File: config.mk
export PLATFORM = sky130hd
export DESIGN_NAME = nbj_fetch_redirect_queue
export DESIGN_NICKNAME = d
export VERILOG_FILES = /design/src/rtl/nbj_fetch_redirect_queue.sv
export SDC_FILE = /design/constraint.sdc
export NUM_CORES = 1
export LEC_CHECK = 0
export ABC_AREA = 0
export CELL_PAD_IN_SITES_DETAIL_PLACEMENT = 1
export CELL_PAD_IN_SITES_GLOBAL_PLACEMENT = 1
export CORE_ASPECT_RATIO = 1.5
export CORE_UTILIZATION = 45
export CTS_CLUSTER_DIAMETER = 200
export DETAILED_ROUTE_END_ITERATION = 10
export PLACE_DENSITY_LB_ADDON = 0.1
export SLEW_MARGIN = 20
export SYNTH_ARGS = -nofsm -noshare
export SYNTH_HDL_FRONTEND = slang
export SYNTH_SLANG_ARGS = --single-unit
File: constraint.sdc
create_clock -name clk -period 2.82 [get_ports clk]
set_input_delay 0.705 -clock clk [delete_from_list [all_inputs] [get_ports clk]]
set_output_delay 0.705 -clock clk [all_outputs]
set_load 0.01 [all_outputs]
File: src/rtl/nbj_fetch_redirect_queue.sv
// Buffers nbj-stage {next PC, cut position} results and drains them as fetch requests;
// a correction flush discards queued work and issues a redirect fetch to the corrected PC.
module nbj_fetch_redirect_queue #(
    parameter int unsigned DEPTH = 4,
    parameter int unsigned PTR_W = 2,
    parameter int unsigned CNT_W = 3
) (
    input  logic             clk,
    input  logic             rst,
    input  logic             i_drive,
    input  logic [31:0]      i_nextPc_32,
    input  logic [7:0]       i_cutPosition_8,
    output logic             o_free,
    input  logic             i_flush,
    input  logic [31:0]      i_flushPc_32,
    output logic             o_fetchReq,
    output logic [31:0]      o_fetchPc_32,
    output logic [7:0]       o_cutPosition_8,
    output logic             o_redirect,
    input  logic             i_fetchAck,
    output logic [CNT_W-1:0] o_count
);

    localparam int unsigned ENTRY_W = 40;

    typedef enum logic [1:0] {
        ST_IDLE      = 2'd0,
        ST_REQ       = 2'd1,
        ST_FLUSH_REQ = 2'd2
    } state_e;

    state_e             state_q, state_d;
    logic [PTR_W-1:0]   wr_q, wr_d, rd_q, rd_d;
    logic [CNT_W-1:0]   count_q, count_d;
    logic [31:0]        pc_q, pc_d;
    logic [7:0]         cut_q, cut_d;
    logic               req_q, req_d;
    logic               redir_q, redir_d;
    logic [ENTRY_W-1:0] mem_q [DEPTH];
    logic               free_c;
    logic               push_c;
    logic               pop_c;

    // Ready comes from the registered count only, so a same-cycle pop never frees a full queue
    assign free_c = (count_q != CNT_W'(DEPTH));
    assign push_c = i_drive && free_c && !i_flush;

    always_comb begin
        state_d = state_q;
        wr_d    = wr_q;
        rd_d    = rd_q;
        count_d = count_q;
        pc_d    = pc_q;
        cut_d   = cut_q;
        req_d   = req_q;
        redir_d = redir_q;
        pop_c   = 1'b0;

        if (i_flush) begin
            wr_d    = '0;
            rd_d    = '0;
            count_d = '0;
            pc_d    = i_flushPc_32;
            cut_d   = 8'h00;
            state_d = ST_FLUSH_REQ;
            req_d   = 1'b1;
            redir_d = 1'b1;
        end else begin
            case (state_q)
                ST_IDLE: begin
                    if (count_q != '0) pop_c = 1'b1;
                end
                ST_REQ, ST_FLUSH_REQ: begin
                    if (i_fetchAck) begin
                        if (count_q != '0) begin
                            pop_c = 1'b1;
                        end else begin
                            state_d = ST_IDLE;
                            req_d   = 1'b0;
                            redir_d = 1'b0;
                        end
                    end
                end
                default: state_d = ST_IDLE;
            endcase

            // Head moves into the output register; back-to-back when acked with work queued
            if (pop_c) begin
                {pc_d, cut_d} = mem_q[rd_q];
                rd_d          = rd_q + PTR_W'(1);
                state_d       = ST_REQ;
                req_d         = 1'b1;
                redir_d       = 1'b0;
            end
            if (push_c) wr_d = wr_q + PTR_W'(1);
            count_d = count_q + CNT_W'(push_c) - CNT_W'(pop_c);
        end
    end

    always_ff @(posedge clk or negedge rst) begin
        if (!rst) begin
            state_q <= ST_IDLE;
            wr_q    <= '0;
            rd_q    <= '0;
            count_q <= '0;
            pc_q    <= '0;
            cut_q   <= '0;
            req_q   <= 1'b0;
            redir_q <= 1'b0;
        end else begin
            state_q <= state_d;
            wr_q    <= wr_d;
            rd_q    <= rd_d;
            count_q <= count_d;
            pc_q    <= pc_d;
            cut_q   <= cut_d;
            req_q   <= req_d;
            redir_q <= redir_d;
        end
    end

    // Storage is not reset; occupancy tracking guards every read
    always_ff @(posedge clk) begin
        if (push_c) mem_q[wr_q] <= {i_nextPc_32, i_cutPosition_8};
    end

    assign o_free          = free_c;
    assign o_fetchReq      = req_q;
    assign o_fetchPc_32    = pc_q;
    assign o_cutPosition_8 = cut_q;
    assign o_redirect      = redir_q;
    assign o_count         = count_q;

endmodule

==> impl_metrics.tcl, run 1 <==
set metrics [dict create \
    status "finished clean" \
    p_sw_mw 3.03 \
    ios 123 \
    cts_hold_buf 0 \
    slew_violations 0 \
    pwr-share-comb_pct 31.8 \
    p_int_mw 6.90 \
    cts_buffers 20 \
    synth_edf_count 160 \
    synth_cell_types 37 \
    start_kind "flip-flop" \
    final_nets 744 \
    start_util_pct 46.5 \
    ys_ff_latch 211 \
    max_slew.worst_pin.slew_ps 860 \
    netlist.top_cell.by_area "edfxtp_1" \
    grt.overflow.total 0 \
    crit_start "o_count[1]$_DFF_PN0_" \
    grt_max_degree 49 \
    first_pass_iters 5 \
    setup_viol 0 \
    cts_buffer_depth 3 \
    cts.clk_slew.worst_paths_ps 60 \
    maxCapViolations 0 \
    finalWirelength_um 20000 \
    dieArea_mm2 0.0199 \
    cts_max_level 1 \
    dp_hpwl_um 12300 \
    route.detailed.drc 0 \
    r2r_start "state_q[0]$_DFFE_PN0P_" \
    antenna_left 0 \
    hp-class "input pin to asynchronous set/reset pin" \
    clock-sinks 211 \
    port_buffers 122 \
    power.density_mw_per_mm2 910 \
    r2r_setup_slack_ps 530 \
    grt_pass1_wl_um 31100 \
    crit_path_end_kind "output port" \
    die_w_um 115 \
    slew_headroom_pct 42.7 \
    syn_to_final_growth_pct 25.6 \
    core_mm2 0.0187 \
    netlist_top_cells_count "160 x edfxtp_1, 51 x dfrtp_1, 40 x inv_1, 40 x mux4_2, 36 x nor2b_1" \
    synth_area_mm2 0.00869 \
    fin_util_pct 58.4 \
    cts_tree "yes" \
    rsz0062_at_grt "false" \
    clkPwrFrac_pct 25.8 \
    synth.avg_cell_area_um2 16.3 \
    worstRegToRegCells 10 \
    grt_pass1_vias 5620 \
    drt_iter0_drc 279 \
    clock.fmax_mhz 383 \
    required_ps 2120 \
    track_usage_pct 21.1 \
    antenna_found_initial 1 \
    period_needed_ps 2610 \
    root_buffer "clkbuf_16" \
    swShare_pct 30.5 \
    vias 5199 \
    ys_warn_count 0 \
    avgRoutedWirePerCell_um 21.7 \
    crit_arrival_ps 1910 \
    rows 61 \
    seq_area_frac_synth_pct 70.0 \
    period_share_pct 92.7 \
    fin_tns_setup_ps 0 \
    syn-num-nets 619 \
    post-synth-top-area-fraction_pct 55.3 \
    yosysMostFrequentCell "edfxtp_1" \
    async_reset_ff_share_pct 24.2 \
    p_seq_share_pct 42.5 \
    path_max_fanout 6 \
    hold_violations 0 \
    worst_skew_pair.late_latency_ps 480 \
    worstSetupPathType "flip-flop to output port" \
    finClkSkew_ps 9.49 \
    place_congestion 0.770 \
    synth.area.top_cells "edfxtp_1 55%, dfrtp_1 15%, mux4_2 10%" \
    p_leak_nw 3.77 \
    vdd_ir_drop_max_uv 502 \
    synth_flop_cell "edfxtp_1" \
    reg2reg_to "o_count[2]$_DFF_PN0_" \
    synthesis.instances 534 \
    drive_gt1_share_pct 15.2 \
    via_per_inst 5.62 \
    die_y_um 172 \
]
[cell families after synthesis]
logic type      after synthesis  share of synthesized area, %
compound gates              125                          9.47
xor+xnor                      3                         0.302
fa+ha+maj                     8                          1.24
buf+inv                      79                          3.82
flops                       211                          70.0
mux                          42                          10.6
simple gates                 66                          4.56
[placed cells by master, fill, tap and decap left out, types with 3 or more instances in the layout]
cell type and instances:
edfxtp_1 160, nand4_1 10, and2_2 4, o31ai_1 8
clkinv_2 4, o21ai_0 35, clkdlybuf4s50_1 120, a22oi_1 32
nand3_1 4, inv_1 40, clkbuf_16 21, o211ai_1 32
buf_12 6, ha_1 6, dfrtp_1 49, a21oi_1 11
clkbuf_1 5, buf_4 14, nor2_1 5, mux4_2 40
nor2b_1 36, clkinv_1 3
[power by group through the flow]
stage | clock [mW] | sequential (mW) | combinational (mW)
floorplan | 0 | 4.17 | 1.83
global placement | 0 | 4.28 | 3.07
detailed placement | 0 | 4.29 | 3.15
CTS | 2.62 | 4.24 | 3.18
global route | 2.73 | 4.30 | 3.41
finish | 2.56 | 4.22 | 3.16
[critical path: stages (launching register included)]
cell and delay, ps:
dfrtp_1 490, nor3b_2 320, inv_1 130, clkdlybuf4s50_1 490
[metal layers]
metal	share of wire (%)	global-route usage (%)	vias up	wire length (um)
li1	-	-	2321	-
met1	40	26.6	2701	8110
met2	53	37.9	154	10700
met3	4.7	2.80	23	940
met4	1.5	5.48	0	301
met5	0	0	-	0
[what timing repair did]
action / in CTS / in global routing
setup buffers: 0 / 0
resized for setup: 0 / 1
endpoints found under the setup margin: 0 / 1
[metrics by stage]
| stage | cells | total power, mW | cell area (um2) | setup slack (ps) | hold WS, ps |
|---|---|---|---|---|---|
| floorplan | 534 | 6.01 | 8690 | 114 | 409 |
| global placement | 889 | 7.35 | 10300 | 191 | 472 |
| detailed placement | 889 | 7.45 | 10300 | 140 | 478 |
| CTS | 924 | 10.0 | 10900 | 49.6 | 226 |
| global route | 925 | 10.4 | 10900 | 96.4 | 237 |
| finish | 925 | 9.94 | 10900 | 207 | 221 |
[layout make-up]
| class | count | area, um2 |
|---|---|---|
| timing repair buffer | 142 | 1440 |
| sequential | 211 | 6090 |
| inverter | 40 | 150 |
| clock buffer | 27 | 558 |
| antenna | 1 | 2.50 |
| clock inverter | 8 | 61.3 |
| tap | 252 | 315 |
| multi-input combinational | 244 | 2310 |
| fill | 1745 | 7780 |
[state kept, by name (all words and copies together), names as in the netlist]
register         count
rd_q                 2
o_count              3
o_fetchPc_32        32
o_redirect           1
state_q              2
o_cutPosition_8      8
o_fetchReq           1
mem_q              160
wr_q                 2
[how the worst max path moves through the flow]
| stage | depth (start not counted) | slack (ps) | end |
|---|---|---|---|
| 6_report | 3 | 210 | o_free |
| 5_1_grt | 3 | 100 | o_free |
| 4_1_cts | 3 | 50 | o_free |
| 3_5_place_dp | 9 | 140 | o_count[2]$_DFF_PN0_ |
| 3_3_place_gp | 9 | 190 | o_count[2]$_DFF_PN0_ |
| 2_1_floorplan | 3 | 110 | mem_q[2][0]$_DFFE_PP_ |
(Power assumes the default switching activity.)
==> run 2, diff against run 1 <==
--- a/config.mk
+++ b/config.mk
@@ -6,6 +6,7 @@
 export NUM_CORES = 1
 export LEC_CHECK = 0
 export ABC_AREA = 0
+export CAP_MARGIN = 0
 export CELL_PAD_IN_SITES_DETAIL_PLACEMENT = 1
 export CELL_PAD_IN_SITES_GLOBAL_PLACEMENT = 1
 export CORE_ASPECT_RATIO = 1.5
==> constraint.sdc (replaced) <==
create_clock -name clk -period 2.88 [get_ports clk]
set_input_delay 0.72 -clock clk [delete_from_list [all_inputs] [get_ports clk]]
set_output_delay 0.72 -clock clk [all_outputs]
set_load 0.01 [all_outputs]
==> run 2 against run 1 <==
Effect of this change: first-iteration DRC count up 1.4%; global-route usage up 0.24 points; count of clock-buffer cells in the layout down 3; die area unchanged; largest cell class unchanged.
==> impl_metrics.tcl, run 2 (same netlist as run 1, synthesis figures left out) <==
set metrics [dict create \
    post_cts_buffers 0 \
    drt_iter0_drc 283 \
    final_common_cell "edfxtp_1" \
    power.density_mw_per_mm2 905 \
    place_congestion 0.751 \
    clock-sinks 211 \
    clock.fmax_mhz 375 \
    port_buffers 122 \
    dp_hpwl_um 12600 \
    finalWirelength_um 20300 \
    rsz0062_at_grt "false" \
    cts_tree "yes" \
    r2r_start "state_q[0]$_DFFE_PN0P_" \
    start_util_pct 46.5 \
    worst_skew_pair.late_latency_ps 490 \
    period_share_pct 92.5 \
    reg2reg_to "o_count[2]$_DFF_PN0_" \
    syn_to_final_growth_pct 26.2 \
    ios 123 \
    first_pass_iters 4 \
    cts_hold_buf 0 \
    grt.overflow.total 0 \
    cts_buffers 21 \
    hold_violations 0 \
    rows 61 \
    grt_max_degree 86 \
    antenna_found_initial 1 \
    grt_pass1_wl_um 31600 \
    vias 5204 \
    fillerInstances 1758 \
    setup_viol 0 \
    cts_resized 0 \
    cts.clk_slew.worst_paths_ps 60 \
    path_max_fanout 6 \
    r2r_setup_slack_ps 520 \
    p_leak_nw 3.80 \
    layout_common_cells "160 x edfxtp_1, 120 x clkdlybuf4s50_1, 49 x dfrtp_1" \
    worstSetupPathType "flip-flop to output port" \
    status "finished clean" \
    maxCapViolations 0 \
    track_usage_pct 21.3 \
    cts_buffer_depth 3 \
    route.detailed.drc 0 \
    finalInstanceArea_mm2 0.0110 \
    regMostFlops "mem_q" \
    crit_start "o_count[1]$_DFF_PN0_" \
    antenna_left 0 \
    die_y_um 172 \
    cts_max_level 1 \
    period_needed_ps 2660 \
    via_per_inst 5.62 \
    worstRegToRegCells 10 \
    start_kind "flip-flop" \
    core_mm2 0.0187 \
    root_buffer "clkbuf_16" \
    dieArea_mm2 0.0199 \
    dpl_cell_area_mm2 0.0103 \
    final_nets 745 \
    drive_gt1_share_pct 15.5 \
    required_ps 2160 \
    finClkSkew_ps 6.81 \
    max_slew.worst_pin.slew_ps 916 \
    hp-class "input pin to asynchronous set/reset pin" \
    crit_arrival_ps 1940 \
    grt_pass1_vias 5753 \
    fin_tns_setup_ps 0 \
    avgRoutedWirePerCell_um 21.9 \
    slew_headroom_pct 38.9 \
    slew_violations 0 \
    largest_register_ffs 160 \
    crit_path_end_kind "output port" \
    vdd_ir_drop_max_uv 521 \
    die_w_um 115 \
]
==> run 2: how the worst max path moves through the flow <==
| stage | to | slack [ps] | cells past startpoint |
|---|---|---|---|
| after CTS | o_free | 40 | 3 |
| after floorplan | mem_q[2][0]$_DFFE_PP_ | 160 | 3 |
| after detailed placement | o_count[2]$_DFF_PN0_ | 140 | 9 |
| after global routing | o_free | 110 | 3 |
| final | o_free | 220 | 3 |
| after global placement | o_count[2]$_DFF_PN0_ | 230 | 9 |
==> run 2: layout make-up <==
cell class | instances | area (um2) | share of cell area, %
Timing Repair Buffer | 142 | 1420 | 13.0
Sequential cell | 211 | 6090 | 55.5
Antenna cell | 1 | 2.50 | 0.0228
Inverter | 40 | 150 | 1.37
Clock inverter | 12 | 133 | 1.21
Clock buffer | 24 | 547 | 4.99
Tap cell | 252 | 315 | 2.88
Multi-Input combinational cell | 244 | 2310 | 21.0
==> run 2: power breakdown <==
group	switching (mW)	internal [mW]
registers	0.431	3.71
clock network	1.08	1.62
logic	1.48	1.60
total	2.99	6.93
==> run 2: stage by stage <==
| stage | instances | hold WS [ps] | setup WS, ps | util, % | power [mW] |
|---|---|---|---|---|---|
| floorplan | 534 | 424 | 159 | - | 5.88 |
| global placement | 889 | 491 | 227 | 55.0 | 7.19 |
| detailed placement | 889 | 496 | 139 | 55.0 | 7.29 |
| CTS | 925 | 278 | 41.0 | 58.6 | 10.0 |
| global route | 926 | 302 | 110 | 58.6 | 10.4 |
| finish | 926 | 277 | 216 | 58.6 | 9.93 |
==> run 2: per-layer routing <==
metal / vias to the layer above / track usage [%] / share of wire (%)
li1: 2329 / - / -
met1: 2734 / 26.2 / 40
met2: 115 / 38.9 / 54
met3: 26 / 3.33 / 3.7
met4: 0 / 5.42 / 1.4
met5: - / 0 / 0
==> run 2: worst max-delay path: stages, from the launching register on <==
cell             delay [ps]
dfrtp_1                 480
nor3b_2                 350
inv_1                   130
clkdlybuf4s50_1         500
==> run 3, diff against run 2 <==
--- a/config.mk
+++ b/config.mk
@@ -10,10 +10,11 @@
 export CELL_PAD_IN_SITES_DETAIL_PLACEMENT = 1
 export CELL_PAD_IN_SITES_GLOBAL_PLACEMENT = 1
 export CORE_ASPECT_RATIO = 1.5
-export CORE_UTILIZATION = 45
-export CTS_CLUSTER_DIAMETER = 200
+export CORE_UTILIZATION = 41
+export CTS_CLUSTER_DIAMETER = 80
 export DETAILED_ROUTE_END_ITERATION = 10
 export PLACE_DENSITY_LB_ADDON = 0.1
+export SKIP_CTS_REPAIR_TIMING = 1
 export SLEW_MARGIN = 20
 export SYNTH_ARGS = -nofsm -noshare
 export SYNTH_HDL_FRONTEND = slang
==> constraint.sdc (replaced) <==
create_clock -name clk -period 2.3 [get_ports clk]
set_input_delay 0.575 -clock clk [delete_from_list [all_inputs] [get_ports clk]]
set_output_delay 0.575 -clock clk [all_outputs]
set_load 0.01 [all_outputs]
==> run 3 against run 2 <==
Effect of this change: count of clock-buffer cells in the layout rose by 3; clock power rose by 19%; cell count rose by 2.8%; combinational power rose by 39%; routed wire length rose by 2.7%; via count rose by 0.23%; flip-flop and latch count did not move; design area rose by 1.5%; utilization fell by 4.6 points; critical endpoint is now o_fetchPc_32[26]$_DFFE_PN0P_; largest cell class unchanged.
==> impl_metrics.tcl, run 3 (same netlist as run 1, synthesis figures left out) <==
set metrics [dict create \
    status "finished clean" \
    slew_violations 0 \
    p_leak_nw 3.87 \
    grt_pass1_wl_um 33100 \
    path_max_fanout 32 \
    route.detailed.drc 0 \
    antenna_found_initial 0 \
    maxCapViolations 0 \
    period_needed_ps 2120 \
    finalWirelength_um 20900 \
    rows 64 \
    crit_arrival_ps 2520 \
    clkPwrFrac_pct 25.8 \
    avgRoutedWirePerCell_um 21.9 \
    setup_viol 0 \
    first_pass_iters 6 \
    die_y_um 180 \
    place_congestion 0.755 \
    regArea_mm2 0.00609 \
    cp_num_buf_inv 3 \
    layout_common_cells "160 x edfxtp_1, 119 x clkdlybuf4s50_1, 47 x dfrtp_1" \
    final_nets 760 \
    dp_hpwl_um 13900 \
    clock-sinks 211 \
    p_sw_mw 3.84 \
    cpMaxStageDelayCell "or4_1" \
    crit_path_end_kind "flip-flop" \
    ios 123 \
    worst_skew_pair.late_latency_ps 490 \
    grt.overflow.total 0 \
    crit_chain "buf_4 -> ha_2 -> buf_4 -> or4_1 -> buf_12 -> o211ai_1" \
    cts.clk_slew.worst_paths_ps 70 \
    core_mm2 0.0206 \
    drive_gt1_share_pct 17.9 \
    start_util_pct 42.2 \
    rsz0062_at_grt "false" \
    vias 5216 \
    grt_max_degree 53 \
    largest_register_ffs 160 \
    cts_buffers 21 \
    dieArea_mm2 0.0218 \
    swShare_pct 30.8 \
    root_buffer "clkbuf_16" \
    n_antenna_cell 0 \
    fin_tns_setup_ps 0 \
    cts_tree "yes" \
    cts_buffer_depth 3 \
    clock.fmax_mhz 471 \
    crit_top_cell "buf_4" \
    start_kind "flip-flop" \
    holdWs_ps 85.8 \
    regMostFlops "mem_q" \
    period_share_pct 92.3 \
    pwr-share-comb_pct 34.2 \
    antenna_left 0 \
    power.density_mw_per_mm2 1120 \
    port_buffers 122 \
    via_per_inst 5.48 \
    grt_pass1_vias 5912 \
    hp-class "input pin to asynchronous set/reset pin" \
    final_common_cell "edfxtp_1" \
    required_ps 2690 \
    finClkSkew_ps 14.1 \
    die_w_um 121 \
    slowest_delay_ps 600 \
    p_seq_share_pct 39.9 \
    vdd_ir_drop_max_uv 543 \
    fillerInstances 1958 \
    worstSetupPathType "flip-flop to flip-flop" \
    drt_iter0_drc 272 \
    cts_max_level 1 \
    max_slew.worst_pin.slew_ps 601 \
    p_int_mw 8.63 \
    syn_to_final_growth_pct 28.0 \
    multi_input_area_mm2 0.00232 \
    slew_headroom_pct 59.9 \
    cp_top_family "buffers and inverters" \
    track_usage_pct 19.9 \
    hold_violations 0 \
]
-- run 3: cell types whose count changed in the layout (fill, tap and decap cells not counted), sizes merged --
cell and change:
clkinv -2, clkbuf +3, buf +15, clkinvlp +1, bufinv -2, diode -1
dlymetal6s2s +1, clkdlybuf4s50 -1
-- run 3: worst register-to-register path, cell delays in order (launching register included) --
cell	delay, ps
dfrtp_1	400
buf_4	150
ha_2	190
buf_4	240
or4_1	600
buf_12	220
o211ai_1	230
-- run 3: layout make-up --
type                       instances  share of cell area (%)
sequential                       211                    54.7
timing repair buffer             157                    14.4
clock inverter                     9                   0.709
tap                              264                    2.97
clock buffer                      27                    5.02
multi-input combinational        244                    20.8
inverter                          40                    1.35
-- run 3: worst paths after layout --
check	cells past startpoint	start	slack, ps	to
max in group asynchronous	2	rst	1610	o_count[0]$_DFF_PN0_
min in group clk	1	o_redirect$_DFFE_PN0P_	530	o_redirect$_DFFE_PN0P_
worst max register to register	6	state_q[0]$_DFFE_PN0P_	180	o_fetchPc_32[26]$_DFFE_PN0P_
worst max-delay path	6	state_q[0]$_DFFE_PN0P_	180	o_fetchPc_32[26]$_DFFE_PN0P_
worst min register to register	1	o_redirect$_DFFE_PN0P_	530	o_redirect$_DFFE_PN0P_
worst min-delay path	1	rst	90	o_fetchPc_32[15]$_DFFE_PN0P_
-- run 3: metal layers --
layer	track usage [%]	vias to the layer above	share of wire (%)	wire, um
met4	5.28	0	1.7	345
met3	2.82	30	3.7	781
li1	-	2352	-	-
met5	0	-	0	0
met2	37.0	121	55	11500
met1	23.7	2713	39	8230
-- run 3: power by group through the flow --
stage                     Combinational [mW]  Sequential (mW)  Clock, mW
after detailed placement                4.27             5.05          0
after global routing                    4.63             5.04       3.43
after global placement                  4.18             5.02          0
final                                   4.27             4.98       3.22
after CTS                               4.29             4.99       3.30
after floorplan                         2.26             5.11          0
-- run 3: per-stage QoR --
stage	util [%]	power, mW	instance area (um2)	std cells	setup WS (ps)
4_1_cts	53.9	12.6	11100	950	-384
3_3_place_gp	50.8	9.19	10500	914	-165
5_1_grt	54.1	13.1	11100	952	20.8
6_report	54.1	12.5	11100	952	177
2_1_floorplan	-	7.37	8700	534	77.4
3_5_place_dp	50.8	9.32	10500	914	-201
